$ cat config.mk
export PLATFORM = sky130hd
export DESIGN_NAME = mem_port_arbiter_flat
export DESIGN_NICKNAME = d
export VERILOG_FILES = /design/src/rtl/mem_port_arbiter_pkg.sv /design/src/rtl/mem_port_arbiter_if.sv /design/src/rtl/mem_port_arbiter_rr.sv /design/src/rtl/mem_port_arbiter.sv /design/src/flat_wrapper.sv
export SDC_FILE = /design/constraint.sdc
export NUM_CORES = 1
export LEC_CHECK = 0
export BUFFER_PORTS_ARGS = -buffer_cell sky130_fd_sc_hd__clkbuf_2
export CAP_MARGIN = 10
export CELL_PAD_IN_SITES_DETAIL_PLACEMENT = 0
export CELL_PAD_IN_SITES_GLOBAL_PLACEMENT = 1
export CORE_MARGIN = 3
export CORE_UTILIZATION = 33
export DETAILED_ROUTE_END_ITERATION = 6
export PLACE_DENSITY = 0.91
export SLEW_MARGIN = 0
export SYNTH_ARGS = -nofsm -noshare
export SYNTH_HDL_FRONTEND = slang
export SYNTH_SLANG_ARGS = --single-unit
$ cat constraint.sdc
create_clock -name clk -period 4.1 [get_ports clk]
set_input_delay 0.82 -clock clk [delete_from_list [all_inputs] [get_ports clk]]
set_output_delay 0.82 -clock clk [all_outputs]
set_load 0.005 [all_outputs]
$ cat src/rtl/mem_port_arbiter_pkg.sv
// Shared types and defaults for the CPU/DMA memory port arbiter.
package mem_arb_pkg;

  typedef enum logic [1:0] {
    OWN_NONE = 2'd0,
    OWN_CPU  = 2'd1,
    OWN_DMA  = 2'd2
  } owner_e;

  localparam int unsigned DEF_AW        = 32;
  localparam int unsigned DEF_DW        = 32;
  localparam int unsigned DEF_MAX_BURST = 4;

  // The requester that is not 'o' (NONE maps to CPU).
  function automatic owner_e other_owner(input owner_e o);
    return (o == OWN_CPU) ? OWN_DMA : OWN_CPU;
  endfunction

endpackage

$ cat src/rtl/mem_port_arbiter_if.sv
// Bundle of the two requester ports and the memory port.
// slave: arbiter side; master: requesters and memory side.
interface mem_port_arbiter_if #(
  parameter int unsigned AW = 32,
  parameter int unsigned DW = 32
);

  logic          cpu_req;
  logic          cpu_we;
  logic [AW-1:0] cpu_addr;
  logic [DW-1:0] cpu_wd;
  logic          cpu_gnt;
  logic          cpu_rvalid;
  logic [DW-1:0] cpu_rd;

  logic          dma_req;
  logic          dma_we;
  logic [AW-1:0] dma_addr;
  logic [DW-1:0] dma_wd;
  logic          dma_gnt;
  logic          dma_rvalid;
  logic [DW-1:0] dma_rd;

  logic          mem_we;
  logic [AW-1:0] mem_addr;
  logic [DW-1:0] mem_wd;
  logic [DW-1:0] mem_rd;

  modport slave (
    input  cpu_req, cpu_we, cpu_addr, cpu_wd,
    output cpu_gnt, cpu_rvalid, cpu_rd,
    input  dma_req, dma_we, dma_addr, dma_wd,
    output dma_gnt, dma_rvalid, dma_rd,
    output mem_we, mem_addr, mem_wd,
    input  mem_rd
  );

  modport master (
    output cpu_req, cpu_we, cpu_addr, cpu_wd,
    input  cpu_gnt, cpu_rvalid, cpu_rd,
    output dma_req, dma_we, dma_addr, dma_wd,
    input  dma_gnt, dma_rvalid, dma_rd,
    input  mem_we, mem_addr, mem_wd,
    output mem_rd
  );

endinterface

$ cat src/rtl/mem_port_arbiter_rr.sv
// Round-robin next-owner and burst-count logic; purely combinational.
module mem_arb_rr
  import mem_arb_pkg::*;
#(
  parameter int unsigned MAX_BURST = DEF_MAX_BURST,
  parameter int unsigned BW        = $clog2(MAX_BURST + 1)
) (
  input  logic          cpu_req,
  input  logic          dma_req,
  input  owner_e        owner_q,
  input  owner_e        last_q,
  input  logic [BW-1:0] beat_q,
  output owner_e        owner_d,
  output owner_e        last_d,
  output logic [BW-1:0] beat_d
);

  localparam logic [BW-1:0] BEAT_MAX = BW'(MAX_BURST);

  // Pick next owner, then derive beat count and last-owner from it.
  always_comb begin
    owner_d = OWN_NONE;
    last_d  = last_q;
    beat_d  = '0;

    if (cpu_req && dma_req) begin
      if (owner_q == OWN_NONE)
        owner_d = other_owner(last_q);
      else if (beat_q < BEAT_MAX)
        owner_d = owner_q;
      else
        owner_d = other_owner(owner_q);
    end else if (cpu_req) begin
      owner_d = OWN_CPU;
    end else if (dma_req) begin
      owner_d = OWN_DMA;
    end

    if (owner_d != OWN_NONE) begin
      if (owner_d == owner_q) begin
        beat_d = (beat_q == BEAT_MAX) ? beat_q : beat_q + BW'(1);
      end else begin
        beat_d = BW'(1);
        last_d = owner_d;
      end
    end
  end

endmodule

$ cat src/rtl/mem_port_arbiter.sv
// Shares one memory between the CPU and the DMA/loader port:
// owner registers, address/data mux, and registered read return.
module mem_port_arbiter
  import mem_arb_pkg::*;
#(
  parameter int unsigned AW        = DEF_AW,
  parameter int unsigned DW        = DEF_DW,
  parameter int unsigned MAX_BURST = DEF_MAX_BURST
) (
  input  logic             clk,
  input  logic             reset,
  mem_port_arbiter_if.slave bus
);

  localparam int unsigned BW = $clog2(MAX_BURST + 1);

  owner_e        owner_q, owner_d;
  owner_e        last_q,  last_d;
  logic [BW-1:0] beat_q,  beat_d;

  logic          cpu_gnt, dma_gnt;
  logic          mem_we_c;
  logic [AW-1:0] mem_addr_c;
  logic [DW-1:0] mem_wd_c;

  logic          cpu_rvalid_q, dma_rvalid_q;
  logic [DW-1:0] cpu_rd_q, dma_rd_q;

  mem_arb_rr #(
    .MAX_BURST (MAX_BURST),
    .BW        (BW)
  ) u_rr (
    .cpu_req (bus.cpu_req),
    .dma_req (bus.dma_req),
    .owner_q (owner_q),
    .last_q  (last_q),
    .beat_q  (beat_q),
    .owner_d (owner_d),
    .last_d  (last_d),
    .beat_d  (beat_d)
  );

  // Arbitration state; last_q resets to DMA so the CPU wins the first tie.
  always_ff @(posedge clk or negedge reset) begin
    if (!reset) begin
      owner_q <= OWN_NONE;
      last_q  <= OWN_DMA;
      beat_q  <= '0;
    end else begin
      owner_q <= owner_d;
      last_q  <= last_d;
      beat_q  <= beat_d;
    end
  end

  // Grants and memory command decode straight from the registered owner.
  always_comb begin
    cpu_gnt    = (owner_q == OWN_CPU) && bus.cpu_req;
    dma_gnt    = (owner_q == OWN_DMA) && bus.dma_req;
    mem_we_c   = 1'b0;
    mem_addr_c = '0;
    mem_wd_c   = '0;
    case (owner_q)
      OWN_CPU: begin
        mem_addr_c = bus.cpu_addr;
        mem_wd_c   = bus.cpu_wd;
        mem_we_c   = cpu_gnt && bus.cpu_we;
      end
      OWN_DMA: begin
        mem_addr_c = bus.dma_addr;
        mem_wd_c   = bus.dma_wd;
        mem_we_c   = dma_gnt && bus.dma_we;
      end
      default: ;
    endcase
  end

  // Capture read data on a granted read and pulse rvalid for one cycle.
  always_ff @(posedge clk or negedge reset) begin
    if (!reset) begin
      cpu_rvalid_q <= 1'b0;
      dma_rvalid_q <= 1'b0;
      cpu_rd_q     <= '0;
      dma_rd_q     <= '0;
    end else begin
      cpu_rvalid_q <= cpu_gnt && !bus.cpu_we;
      dma_rvalid_q <= dma_gnt && !bus.dma_we;
      if (cpu_gnt && !bus.cpu_we) cpu_rd_q <= bus.mem_rd;
      if (dma_gnt && !bus.dma_we) dma_rd_q <= bus.mem_rd;
    end
  end

  assign bus.cpu_gnt    = cpu_gnt;
  assign bus.dma_gnt    = dma_gnt;
  assign bus.cpu_rvalid = cpu_rvalid_q;
  assign bus.dma_rvalid = dma_rvalid_q;
  assign bus.cpu_rd     = cpu_rd_q;
  assign bus.dma_rd     = dma_rd_q;
  assign bus.mem_we     = mem_we_c;
  assign bus.mem_addr   = mem_addr_c;
  assign bus.mem_wd     = mem_wd_c;

`ifndef SYNTHESIS
  // A requester must keep req high until it has been granted.
  a_cpu_req_held: assert property (@(posedge clk) disable iff (!reset)
    (bus.cpu_req && !cpu_gnt) |=> bus.cpu_req);
  a_dma_req_held: assert property (@(posedge clk) disable iff (!reset)
    (bus.dma_req && !dma_gnt) |=> bus.dma_req);
`endif

endmodule
$ cat src/flat_wrapper.sv
// flat-port wrapper written by rule: the top's interface ports become plain ports
module mem_port_arbiter_flat import mem_arb_pkg::*;
#(
  parameter int unsigned AW        = DEF_AW,
  parameter int unsigned DW        = DEF_DW,
  parameter int unsigned MAX_BURST = DEF_MAX_BURST
)
  (clk, reset, bus_cpu_req, bus_cpu_we, bus_cpu_addr, bus_cpu_wd, bus_cpu_gnt, bus_cpu_rvalid, bus_cpu_rd, bus_dma_req, bus_dma_we, bus_dma_addr, bus_dma_wd, bus_dma_gnt, bus_dma_rvalid, bus_dma_rd, bus_mem_we, bus_mem_addr, bus_mem_wd, bus_mem_rd);
  mem_port_arbiter_if #(.AW(AW), .DW(DW)) bus_i ();
  input  logic clk;
  input  logic reset;
  input wire logic [$bits(bus_i.cpu_req)-1:0] bus_cpu_req;
  input wire logic [$bits(bus_i.cpu_we)-1:0] bus_cpu_we;
  input wire logic [$bits(bus_i.cpu_addr)-1:0] bus_cpu_addr;
  input wire logic [$bits(bus_i.cpu_wd)-1:0] bus_cpu_wd;
  output wire logic [$bits(bus_i.cpu_gnt)-1:0] bus_cpu_gnt;
  output wire logic [$bits(bus_i.cpu_rvalid)-1:0] bus_cpu_rvalid;
  output wire logic [$bits(bus_i.cpu_rd)-1:0] bus_cpu_rd;
  input wire logic [$bits(bus_i.dma_req)-1:0] bus_dma_req;
  input wire logic [$bits(bus_i.dma_we)-1:0] bus_dma_we;
  input wire logic [$bits(bus_i.dma_addr)-1:0] bus_dma_addr;
  input wire logic [$bits(bus_i.dma_wd)-1:0] bus_dma_wd;
  output wire logic [$bits(bus_i.dma_gnt)-1:0] bus_dma_gnt;
  output wire logic [$bits(bus_i.dma_rvalid)-1:0] bus_dma_rvalid;
  output wire logic [$bits(bus_i.dma_rd)-1:0] bus_dma_rd;
  output wire logic [$bits(bus_i.mem_we)-1:0] bus_mem_we;
  output wire logic [$bits(bus_i.mem_addr)-1:0] bus_mem_addr;
  output wire logic [$bits(bus_i.mem_wd)-1:0] bus_mem_wd;
  input wire logic [$bits(bus_i.mem_rd)-1:0] bus_mem_rd;
  assign bus_i.cpu_req = bus_cpu_req;
  assign bus_i.cpu_we = bus_cpu_we;
  assign bus_i.cpu_addr = bus_cpu_addr;
  assign bus_i.cpu_wd = bus_cpu_wd;
  assign bus_cpu_gnt = bus_i.cpu_gnt;
  assign bus_cpu_rvalid = bus_i.cpu_rvalid;
  assign bus_cpu_rd = bus_i.cpu_rd;
  assign bus_i.dma_req = bus_dma_req;
  assign bus_i.dma_we = bus_dma_we;
  assign bus_i.dma_addr = bus_dma_addr;
  assign bus_i.dma_wd = bus_dma_wd;
  assign bus_dma_gnt = bus_i.dma_gnt;
  assign bus_dma_rvalid = bus_i.dma_rvalid;
  assign bus_dma_rd = bus_i.dma_rd;
  assign bus_mem_we = bus_i.mem_we;
  assign bus_mem_addr = bus_i.mem_addr;
  assign bus_mem_wd = bus_i.mem_wd;
  assign bus_i.mem_rd = bus_mem_rd;
  mem_port_arbiter #(.AW(AW), .DW(DW), .MAX_BURST(MAX_BURST)) u_core (.clk(clk), .reset(reset), .bus(bus_i));
endmodule
==> results_dict.tcl, run 1 <==
set metrics [dict create \
    end_kind "primary output" \
    final_area_mm2 0.00616 \
    path_cells "inv_1, ha_2, buf_4, a22oi_1, nor2b_1, clkbuf_2" \
    fmax_mhz 294 \
    r2r_start "u_core.owner_q[1]" \
    root_buffer "clkbuf_16" \
    synth_cell_types 41 \
    dp_hpwl_um 11400 \
    clkLatencyLatePin_ps 340 \
    rr_endpoint "u_core.bus.cpu_rd[26]" \
    worstHoldStart "u_core.last_q[1]" \
    globalplace.congestion 0.964 \
    nets 810 \
    die_x_um 120 \
    initial_core_util_pct 34.7 \
    grt_usage_pct 19.0 \
    skew_ps 6.93 \
    post_cts_resized 0 \
    p_leak_nw 3.35 \
    syn_area_per_cell_um2 12.1 \
    numPortBuffers 298 \
    ys_seq_area_share_pct 42.8 \
    drtIter0Drc 185 \
    routed_wl_um 14100 \
    post_dp_cell_area_mm2 0.00583 \
    netlist_area_mm2 0.00427 \
    ctsHoldBuffers 0 \
    htreeDepth 3 \
    fp.coreArea_mm2 0.0123 \
    whs_path_depth 1 \
    ys_seq_elements 73 \
    path_class "reg2out" \
    clkSinkCount 73 \
    grt_first_pass_wirelength_um 21700 \
    grt_max_degree 63 \
    min_period_ps 3410 \
    ctsLongestPathBuffers 2 \
    post_drt_via_cell_ratio 4.95 \
    syn-instance-count 352 \
    finalHoldViolations 0 \
    drv_slew 0 \
    holdWs_ps 492 \
    synth_fp_nets 524 \
    cts_tree "yes" \
    cp.depth 6 \
    hold_end "u_core.last_q[1]" \
    io_pins 299 \
    clk_pin_slew_worst_paths_ps 50 \
    ys_warn_count 0 \
    crit_family "buffers and inverters" \
    critPathMaxStageDelay_ps 740 \
    rsz0062_at_grt "false" \
    die_h_um 120 \
    first_global_vias 3990 \
    antenna_found_initial 0 \
    path_buf_inv 3 \
    dr.pass1.iters 5 \
    finalSetupTns_ps 0 \
    std_cell_rows 40 \
    hp-class "reg2reg" \
    cap_viol_max_count 0 \
    reg2reg_slack_ps 1090 \
    wire_per_inst_um 17.4 \
    setup_viol 0 \
    cpMaxStageDelayCell "ha_2" \
    layout-drive-gt1-share_pct 61.3 \
    post-route-period-util_pct 83.1 \
    powerDensity_mw_per_mm2 663 \
    critPathRequiredTime_ps 3280 \
    crit_fanout 44 \
    synth-main-ff-cell "dfrtp_1" \
    cts_setup_buffers 0 \
    dieArea_mm2 0.0143 \
    cp-start-kind "register" \
    synth_edf_count 0 \
    synthToLayoutAreaGrowth_pct 44.3 \
    status "completed" \
    power_mw 4.08 \
    r2r_cells 5 \
    synthArstFlopShare_pct 100 \
    critPathArrivalTime_ps 2590 \
    via_count 4012 \
    antenna_cells 0 \
    worstMarginPinSlew_ps 1190 \
    ir_drop_v 0.000204 \
    max-slew-margin-rel_pct 21.0 \
    cts_made_buffers 9 \
    drc 0 \
    overflow 0 \
    antenna_left 0 \
]
[layout by cell type (no fill, tap or decap), drive strengths merged, types with 2 or more instances in the layout]
master   instances
bufinv           3
nor2             4
o21ai            3
a22oi           64
buf              7
clkinv           2
nand2            3
and2             3
nor3             2
o221a            2
dfrtp           72
inv              8
mux2            64
ha               6
nor2b           64
nand2b           6
o2bb2ai          2
nand3            2
o31ai            2
clkbuf         308
[stage by stage]
step	setup slack, ps	cells	util (%)
floorplan	1800	352	-
global placement	1220	795	47.3
detailed placement	1080	795	47.3
CTS	697	811	50.1
global route	490	811	50.1
finish	695	811	50.1
[registers in the layout (all words and copies together), names as in the netlist]
name,flops
u_core.bus.dma_rvalid,1
u_core.last_q,2
u_core.bus.dma_rd,32
u_core.bus.cpu_rd,32
u_core.owner_q,2
u_core.bus.cpu_rvalid,1
u_core.beat_q,3
[how the worst max path moves through the flow]
stage	start	to	slack, ps
after floorplan	u_core.owner_q[1]	bus_mem_addr[21]	1800
after detailed placement	u_core.owner_q[1]	bus_mem_wd[15]	1080
after CTS	u_core.owner_q[1]	bus_mem_wd[15]	700
after global placement	u_core.owner_q[1]	u_core.bus.cpu_rd[29]	1220
final	u_core.owner_q[1]	bus_mem_wd[22]	690
after global routing	u_core.owner_q[1]	bus_mem_addr[0]	490
[cells in the mapped netlist (2+ instances only)]
cell / count / area share, %
clkbuf_1: 9 / 0.79
nand3_1: 2 / 0.23
o221a_2: 2 / 0.53
and2_4: 2 / 0.41
o21ai_0: 3 / 0.35
nor2b_1: 64 / 9.4
nor2_1: 4 / 0.35
dfrtp_1: 72 / 42
inv_1: 8 / 0.70
mux2_2: 6 / 1.6
ha_1: 6 / 1.8
a22oi_1: 64 / 11
o2bb2ai_1: 2 / 0.41
buf_2: 2 / 0.23
mux2_4: 58 / 20
nand2b_1: 5 / 0.73
nand2_1: 3 / 0.26
buf_1: 10 / 0.88
buf_6: 5 / 1.3
buf_12: 3 / 1.4
nor3_1: 2 / 0.23
[power by group]
part	leakage, nW	total (mW)	switching [mW]	internal (mW)
registers	0.881	1.30	0.231	1.07
clock network	0.164	0.878	0.284	0.594
logic	2.31	1.90	0.815	1.09
total	3.35	4.08	1.33	2.75
[logic make-up (layout without fill, tap and decap cells)]
family	after synthesis	in the layout	synth area share, %
flops	73	73	42.8
xor+xnor	1	1	0.205
simple gates	87	87	12.6
fa+ha+maj	6	6	1.76
mux	65	65	22.2
compound gates	83	83	15.1
buf+inv	37	328	5.33
[layer usage]
metal / track usage [%] / up-vias / share of wire [%]
met5: 0 / - / 0
met4: 6.94 / 0 / 2.9
met3: 5.80 / 22 / 9.2
met2: 31.5 / 240 / 49
met1: 23.4 / 1901 / 39
li1: - / 1849 / -
[layout make-up]
class,count,area [µm²]
multi-input combinational,242,2220
inverter,8,30.0
sequential,73,1830
fill,1129,6150
timing repair buffer,304,1540
clock buffer,11,233
tap,168,210
clock inverter,5,104
Power figures use the tool's default switching activity.
==> run 2, diff against run 1 <==
--- a/config.mk
+++ b/config.mk
@@ -10,9 +10,9 @@
 export CELL_PAD_IN_SITES_DETAIL_PLACEMENT = 0
 export CELL_PAD_IN_SITES_GLOBAL_PLACEMENT = 1
 export CORE_MARGIN = 3
-export CORE_UTILIZATION = 33
+export CORE_UTILIZATION = 30
 export DETAILED_ROUTE_END_ITERATION = 6
-export PLACE_DENSITY = 0.91
+export PLACE_DENSITY = 0.84
 export SLEW_MARGIN = 0
 export SYNTH_ARGS = -nofsm -noshare
 export SYNTH_HDL_FRONTEND = slang
==> constraint.sdc (replaced) <==
create_clock -name clk -period 3.45 [get_ports clk]
set_input_delay 0.69 -clock clk [delete_from_list [all_inputs] [get_ports clk]]
set_output_delay 0.69 -clock clk [all_outputs]
set_load 0.005 [all_outputs]
==> run 2 against run 1 <==
  * Via count fell by 1.1%
  * Combinational power up 18%
  * Total power is 14% higher
  * Design area is 0.30% lower
  * Flip-flop and latch count stayed put
  * Die area grew 9.5%
  * Critical path type unchanged
  * Wire length decreased by 0.40%
  * Core utilization is 4.7 points lower
  * Non-clock buffer count rose by 3
  * Sequential power is 18% higher
==> results_dict.tcl, run 2 (synthesized netlist as in run 1, its figures left out) <==
set metrics [dict create \
    status "completed" \
    critPathArrivalTime_ps 2380 \
    fillCellCount 1291 \
    cap_viol_max_count 0 \
    ctsLongestPathBuffers 2 \
    skew_ps 5.84 \
    dr.pass1.iters 5 \
    post-route-period-util_pct 89.0 \
    ir_drop_v 0.000329 \
    synthToLayoutAreaGrowth_pct 43.9 \
    io_pins 299 \
    placed_cells 806 \
    antenna_cells 0 \
    rsz0062_at_grt "false" \
    htreeDepth 3 \
    grt_first_pass_wirelength_um 22400 \
    post_cts_resized 0 \
    antenna_left 0 \
    powerDensity_mw_per_mm2 761 \
    clk_pin_slew_worst_paths_ps 60 \
    root_buffer "clkbuf_16" \
    grt_usage_pct 17.6 \
    final_common_cell "clkbuf_2" \
    setup_viol 0 \
    numPortBuffers 298 \
    cts_made_buffers 9 \
    die_h_um 125 \
    cts_setup_buffers 0 \
    mostFrequentLayoutCells "clkbuf_2 (297), dfrtp_1 (72), a22oi_1 (64), nor2b_1 (64), mux2_4 (58)" \
    power_mw 4.68 \
    min_period_ps 3070 \
    dp_hpwl_um 11300 \
    std_cell_rows 42 \
    drc 0 \
    path_cells "inv_1, ha_2, buf_4, a22oi_1, nor2b_1, clkbuf_2" \
    max-slew-margin-rel_pct 48.4 \
    p_leak_nw 3.34 \
    clkSinkCount 73 \
    antenna_found_initial 0 \
    cp-start-kind "register" \
    routed_wl_um 14100 \
    overflow 0 \
    via_count 3968 \
    finalSetupTns_ps 0 \
    globalplace.congestion 0.869 \
    cts_tree "yes" \
    ctsHoldBuffers 0 \
    initial_core_util_pct 31.5 \
    end_kind "primary output" \
    first_global_vias 4061 \
    drtIter0Drc 149 \
    post_drt_via_cell_ratio 4.84 \
    worstMarginPinSlew_ps 774 \
    path_class "reg2out" \
    grt_max_degree 67 \
    layout.cells.non_filler 820 \
    crit_fanout 32 \
    clkLatencyLatePin_ps 330 \
    finalHoldViolations 0 \
    cpMaxStageDelayCell "ha_2" \
    fmax_mhz 326 \
    critPathMaxStageDelay_ps 580 \
    wire_per_inst_um 17.2 \
    critPathRequiredTime_ps 2760 \
    layout-drive-gt1-share_pct 61.5 \
    die_x_um 125 \
    nets 813 \
    dieArea_mm2 0.0157 \
    fp.coreArea_mm2 0.0136 \
    drv_slew 0 \
    hp-class "in2async" \
]
## run 2: cell types whose count changed in the layout (fill, tap and decap cells not counted)
cell / delta
buf_4: +3
bufinv_16: -2
clkbuf_1: -1
clkbuf_8: +1
clkinv_4: -1
clkinvlp_4: +1
## run 2: area by class of cell
type | count | area (µm²) | share of cell area, %
clock inverter | 3 | 42.5 | 0.692
clock buffer | 11 | 243 | 3.95
sequential | 73 | 1830 | 29.7
inverter | 8 | 30.0 | 0.489
multi-input combinational | 242 | 2220 | 36.2
tap | 176 | 220 | 3.58
timing repair buffer | 307 | 1560 | 25.4
## run 2: metal layers
metal  up-vias  global-route usage [%]  part of all wire [%]
li1       1850                       -                     -
met5         -                       0                     0
met1      1898                    19.9                    37
met4         0                    5.36                   2.0
met2       197                    30.5                    51
met3        23                    7.25                    11
## run 2: critical path, delay by kind of cell (launching register included)
kind	cells	cell delay [ps]
and+or+nand+nor	1	150
AOI/OAI and AO/OA	1	150
DFF	1	480
adders and majority gates	1	580
buffers and inverters	3	660
## run 2: report_power, final
| group | switching (mW) | internal (mW) |
|---|---|---|
| Clock | 0.327 | 0.570 |
| Combinational | 0.948 | 1.29 |
| Sequential | 0.266 | 1.27 |
## run 2: metrics by stage
stage | worst slack [ps] | utilization (%) | cell area [µm²] | hold slack [ps]
3_3_place_gp | 822 | 43.2 | 5860 | 474
5_1_grt | 163 | 45.3 | 6140 | 402
4_1_cts | 345 | 45.3 | 6140 | 353
6_report | 379 | 45.3 | 6140 | 355
3_5_place_dp | 728 | 43.2 | 5860 | 480
2_1_floorplan | 1280 | - | 4270 | 394
## run 2: path summary, 6_finish.rpt
check | startpoint | to | slack, ps | depth (start not counted)
max | u_core.owner_q[0] | bus_mem_addr[3] | 380 | 6
min | reset | u_core.bus.cpu_rd[2] | 350 | 1
max reg2reg | u_core.owner_q[1] | u_core.beat_q[1] | 1010 | 7
min reg2reg | u_core.last_q[1] | u_core.last_q[1] | 480 | 1
max in group asynchronous | reset | u_core.bus.cpu_rd[17] | 2320 | 2
min in group clk | u_core.last_q[1] | u_core.last_q[1] | 480 | 1
